[src/rtl/bit_serial_multiplier_ctrl.sv]
// Parallel-to-serial sequencer for a bit-serial multiplier.
// Accepts an N-bit operand pair, streams both LSB-first with
// first/last framing, reassembles the 2N-bit serial product
// and returns it over a valid/ready handshake.
//
// Ports:
//   clk, aresetn          clock, async active-low reset
//   in_valid/in_ready     operand handshake, in_a/in_b operands
//   out_valid/out_ready   product handshake, out_p product
//   busy                  operation in ARM, SHIFT or DRAIN
//   mul_x, mul_y          serial operand bits to the multiplier
//   mul_first_bit         high with bit 0 only
//   mul_last_bit          high while idle
//   mul_p                 serial product bit from the multiplier
module bit_serial_multiplier_ctrl #(
    parameter int N     = 3,
    parameter int P_LAT = 1,
    parameter int GAP   = 2
) (
    input  logic           clk,
    input  logic           aresetn,
    input  logic           in_valid,
    output logic           in_ready,
    input  logic [N-1:0]   in_a,
    input  logic [N-1:0]   in_b,
    output logic           out_valid,
    input  logic           out_ready,
    output logic [2*N-1:0] out_p,
    output logic           busy,
    output logic           mul_x,
    output logic           mul_y,
    output logic           mul_first_bit,
    output logic           mul_last_bit,
    input  logic           mul_p
);

    localparam int PW  = 2 * N;
    localparam int FR  = PW + GAP;
    localparam int CW  = $clog2(FR + 1);
    localparam int CCW = $clog2(PW + 1);

    localparam logic [CW-1:0]  SHIFT_END = CW'(PW - 1);
    localparam logic [CW-1:0]  DRAIN_END = CW'(FR - 1);
    localparam logic [CW-1:0]  LAT       = CW'(P_LAT);
    localparam logic [CCW-1:0] CAP_MAX   = CCW'(PW);

    typedef enum logic [1:0] {
        IDLE,
        ARM,
        SHIFT,
        DRAIN
    } state_t;

    state_t          state, state_nxt;
    logic [PW-1:0]   a_sr, a_nxt;
    logic [PW-1:0]   b_sr, b_nxt;
    logic [PW-1:0]   prod, prod_nxt;
    logic [CW-1:0]   fcnt, fcnt_nxt;
    logic [CCW-1:0]  cap_cnt, cap_nxt;
    logic [PW-1:0]   out_p_nxt;
    logic            out_valid_nxt;
    logic            busy_nxt;
    logic            x_nxt, y_nxt;
    logic            first_nxt, last_nxt;
    logic            in_fire;

    // Only combinational output; held low during reset.
    assign in_ready = aresetn && (state == IDLE)
                      && (!out_valid || out_ready);
    assign in_fire  = in_valid && in_ready;

    always_ff @(posedge clk or negedge aresetn) begin
        if (!aresetn) begin
            state         <= IDLE;
            a_sr          <= '0;
            b_sr          <= '0;
            prod          <= '0;
            fcnt          <= '0;
            cap_cnt       <= '0;
            out_p         <= '0;
            out_valid     <= 1'b0;
            busy          <= 1'b0;
            mul_x         <= 1'b0;
            mul_y         <= 1'b0;
            mul_first_bit <= 1'b0;
            mul_last_bit  <= 1'b1;
        end else begin
            state         <= state_nxt;
            a_sr          <= a_nxt;
            b_sr          <= b_nxt;
            prod          <= prod_nxt;
            fcnt          <= fcnt_nxt;
            cap_cnt       <= cap_nxt;
            out_p         <= out_p_nxt;
            out_valid     <= out_valid_nxt;
            busy          <= busy_nxt;
            mul_x         <= x_nxt;
            mul_y         <= y_nxt;
            mul_first_bit <= first_nxt;
            mul_last_bit  <= last_nxt;
        end
    end

    always_comb begin
        state_nxt     = state;
        a_nxt         = a_sr;
        b_nxt         = b_sr;
        prod_nxt      = prod;
        fcnt_nxt      = fcnt;
        cap_nxt       = cap_cnt;
        out_p_nxt     = out_p;
        out_valid_nxt = out_valid;
        busy_nxt      = busy;
        x_nxt         = 1'b0;
        y_nxt         = 1'b0;
        first_nxt     = 1'b0;
        last_nxt      = 1'b0;

        // fcnt counts frame cycles from SHIFT bit 0, so product
        // bit i arrives when fcnt reaches i + P_LAT. Bits shift
        // in at the MSB; after 2N captures bit 0 sits at the LSB.
        if ((state == SHIFT || state == DRAIN)
            && fcnt >= LAT && cap_cnt != CAP_MAX) begin
            prod_nxt = {mul_p, prod[PW-1:1]};
            cap_nxt  = cap_cnt + 1'b1;
        end

        if (out_valid && out_ready) begin
            out_valid_nxt = 1'b0;
        end

        unique case (state)
            IDLE: begin
                last_nxt = 1'b1;
                if (in_fire) begin
                    a_nxt     = {{N{1'b0}}, in_a};
                    b_nxt     = {{N{1'b0}}, in_b};
                    prod_nxt  = '0;
                    cap_nxt   = '0;
                    fcnt_nxt  = '0;
                    busy_nxt  = 1'b1;
                    last_nxt  = 1'b0;
                    state_nxt = ARM;
                end
            end
            ARM: begin
                x_nxt     = a_sr[0];
                y_nxt     = b_sr[0];
                first_nxt = 1'b1;
                a_nxt     = a_sr >> 1;
                b_nxt     = b_sr >> 1;
                fcnt_nxt  = '0;
                state_nxt = SHIFT;
            end
            SHIFT: begin
                fcnt_nxt = fcnt + 1'b1;
                if (fcnt == SHIFT_END) begin
                    state_nxt = DRAIN;
                end else begin
                    x_nxt = a_sr[0];
                    y_nxt = b_sr[0];
                    a_nxt = a_sr >> 1;
                    b_nxt = b_sr >> 1;
                end
            end
            DRAIN: begin
                fcnt_nxt = fcnt + 1'b1;
                if (fcnt == DRAIN_END) begin
                    // Load includes a capture made on this edge.
                    out_p_nxt     = prod_nxt;
                    out_valid_nxt = 1'b1;
                    busy_nxt      = 1'b0;
                    last_nxt      = 1'b1;
                    fcnt_nxt      = '0;
                    state_nxt     = IDLE;
                end
            end
            default: begin
                state_nxt = IDLE;
            end
        endcase
    end

endmodule

[config.mk]
export PLATFORM = sky130hd
export DESIGN_NAME = bit_serial_multiplier_ctrl
export DESIGN_NICKNAME = d
export VERILOG_FILES = /design/src/rtl/bit_serial_multiplier_ctrl.sv
export SDC_FILE = /design/constraint.sdc
export NUM_CORES = 1
export LEC_CHECK = 0
export CAP_MARGIN = 20
export CORE_UTILIZATION = 44
export DETAILED_ROUTE_END_ITERATION = 16
export PLACE_DENSITY_LB_ADDON = 0.3
export SYNTH_ARGS = -nofsm -noshare
export SYNTH_HDL_FRONTEND = slang
export SYNTH_SLANG_ARGS = --single-unit
[constraint.sdc]
create_clock -name clk -period 1.8 [get_ports clk]
set_clock_uncertainty 0.15 [all_clocks]
set_input_delay 0.27 -clock clk [delete_from_list [all_inputs] [get_ports clk]]
set_output_delay 0.27 -clock clk [all_outputs]
set_load 0.005 [all_outputs]
==> metrics.cfg <==
[outcome]
outcome=finished, violations left
failed_checks=negative setup slack

[synth]
ys_ff_latch=33
synthArstFlopShare_pct=100
synthFlopType=dfrtp_1
synth_seq_area_share_pct=49.1
syn-num-nets=161
netlist_area_mm2=0.00168
yosysUniqueCellTypes=41
synthesis.instances=140
synth_edf_count=0
avgSynthCellArea_um2=12.0
yosys_warnings=0

[drt]
wl_um=3580
drtPass1Iterations=3
dr_wl_met2_um=1920
wl_per_cell_um=14.3
viasPerCell=4.88
wl_met1_um=1490
top_layer_used=met4
drc=0
ant_nets=0
drtIter0Drc=48
route.met3.wl_um=99
vias=1224

[sta]
whs_ns=0.192
hold_viol=0
finalSetupTns_ns=-0.0865
slew_violations=0
fin_ws_ns=-0.0382
finalSetupViolations=6
relSlewSlack_pct=69.2
rsz0062_at_grt=true
tightest_slew_ns=0.461
max_freq_mhz=544
finalCritPeriodShare_pct=102
post-route-min-period_ns=1.84

[global_route]
grt_pass1_wl_um=6050
antenna_found_initial=0
grt_usage_pct=19.9
grt_pass1_vias=1338
grt_overflow_total=0
grt_max_degree=33

[cts]
cts_buffer_depth=2
clk_latency_ns=0.29
clk_pin_slew_worst_paths_ns=0.08
numCtsBuffers=5
cts_tree=done
root_buffer=clkbuf_8
cts_sinks=33
h-tree-depth=2

[pwr]
peakVddDrop_uv=1100
power_frac_comb_pct=58.2
pwr-share-seq_pct=26.5
p_sw_mw=1.61
finalPower_mw=4.68
pwr-share-clk_pct=15.3
p_sw_share_pct=34.3
pwr_density_cell_mw_per_mm2=1870
p_leak_nw=1.13
p_int_mw=3.08

[final_layout]
fin_area_mm2=0.00250
fin_nets=223
insertedDiodeCount=0
layout-drive-gt1-share_pct=42.9
fin_cells=251
final_cell_mix=dfrtp_1, buf_4, clkdlybuf4s50_1, nand2_1, nor2_1
syn2layout_area_growth_pct=48.6
finish.utilization_pct=68.3
fillers=276

[critical_path]
cp_data_arrival_time_ns=1.86
reg2reg_depth=8
r2r_slack_ns=-0.04
cp.required_ns=1.83
endpoint_kind=flip-flop
crit-reg2reg-launch=state[0]
r2r-end=out_p[4]
crit_fanout=6
cp-start-kind=flip-flop
slowest_delay_ns=0.40
crit_top_cell=buf_6
worst-setup-path-type=flip-flop to flip-flop
cpMaxStageDelayCell=dfrtp_1
cp_cell_sequence=inv_2 -> buf_6 -> ha_4 -> nor2_4 -> a211oi_2 -> buf_6 -> mux2i_4 -> o21ai_1

[die]
dieWidth_um=63.8
num_rows=22
coreArea_mm2=0.00366
die_area_mm2=0.00408
ios=24
start_util_pct=46.0
dieHeight_um=63.8

[placed_design]
place_inst=235
place.detailed.hpwl_um=2420
dpl_cell_area_mm2=0.00216
preCtsSetupSlack_ns=-0.187
io_buffer_count=23
gp_congestion=0.801

[worst_hold_path]
min_path_type=primary input to asynchronous set/reset pin

[flow_run]
drv_cap=0

==> flip-flops by register name, indices dropped and copies added, names as in the netlist <==
| name | flops |
|---|---|
| mul_last_bit | 1 |
| mul_x | 1 |
| busy | 1 |
| out_p | 6 |
| mul_first_bit | 1 |
| cap_cnt | 3 |
| b_sr | 3 |
| out_valid | 1 |
| fcnt | 4 |
| prod | 6 |
| mul_y | 1 |
| a_sr | 3 |
| state | 2 |
==> worst max path at each step <==
stage,startpoint,slack [ns],end
final,state[0],-0.04,out_p[4]
after global routing,fcnt[0],-0.13,out_p[4]
after CTS,state[0],-0.05,out_p[5]
after detailed placement,out_ready,-0.19,in_ready
after global placement,out_ready,-0.15,in_ready
after floorplan,state[0],0.02,a_sr[0]
==> power by group through the flow <==
| stage | Combinational [mW] | Clock, mW | Sequential [mW] |
|---|---|---|---|
| final | 2.72 | 0.717 | 1.24 |
| after global routing | 2.96 | 0.754 | 1.27 |
| after global placement | 2.10 | 0 | 1.20 |
| after detailed placement | 2.17 | 0 | 1.22 |
| after floorplan | 1.33 | 0 | 1.20 |
| after CTS | 2.43 | 0.729 | 1.20 |
==> synthesized netlist by cell type (2+ instances only) <==
library cell | count | area [um^2]
a211oi_2 | 2 | 25.0
a21oi_1 | 3 | 15.0
a31oi_4 | 2 | 42.5
and2_1 | 2 | 12.5
dfrtp_1 | 32 | 801
ha_1 | 10 | 125
inv_1 | 10 | 37.5
mux2_2 | 5 | 56.3
mux2_4 | 6 | 90.1
mux2i_1 | 8 | 80.1
nand2_1 | 10 | 37.5
nand3_1 | 2 | 10.0
nor2_1 | 12 | 45.0
nor2b_1 | 3 | 18.8
o21ai_1 | 6 | 30.0
o31ai_1 | 2 | 15.0
==> kinds of logic (layout without fill, tap and decap cells) <==
kind of cell               after synthesis  count (layout)  synth area share, %
and+or+nand+nor                         40              40                 13.8
DFF                                     33              33                 49.1
AOI/OAI and AO/OA                       23              23                 11.6
muxes                                   20              20                 14.1
buffers and inverters                   13              76                 3.42
adders and majority gates               10              10                 7.43
xor gates and xnor gates                 1               1                0.521
==> cell type report <==
class                   count  area, um^2  area share [%]
flip-flops and latches     33         827            33.1
repair buffers             58         503            20.1
multi-input cells          94         957            38.3
inverters                  10        37.5            1.50
clock buffers               5        68.8            2.75
clock inverters             3        46.3            1.85
well taps                  48        60.1            2.40
==> layer usage <==
metal | GRT usage, % | up-vias
met1 | 22.9 | 598
met2 | 35.0 | 19
li1 | - | 600
met5 | 0 | -
met3 | 4.29 | 7
met4 | 9.38 | 0
==> worst max-delay path: cells and delay by family, from the launching register on <==
family	cells	cell delay (ns)
compound gates	2	0.31
fa+ha+maj	1	0.14
mux	1	0.25
simple gates	1	0.05
buf+inv	3	0.41
flops	1	0.40
==> timing repair <==
action,in CTS,in global routing
hold buffers,0,0
setup endpoints to repair,16,21
resized for setup,13,24
buffers inserted,6,2
pin swaps,6,9
hold endpoints to repair,0,0
Power figures use the tool's default switching activity.
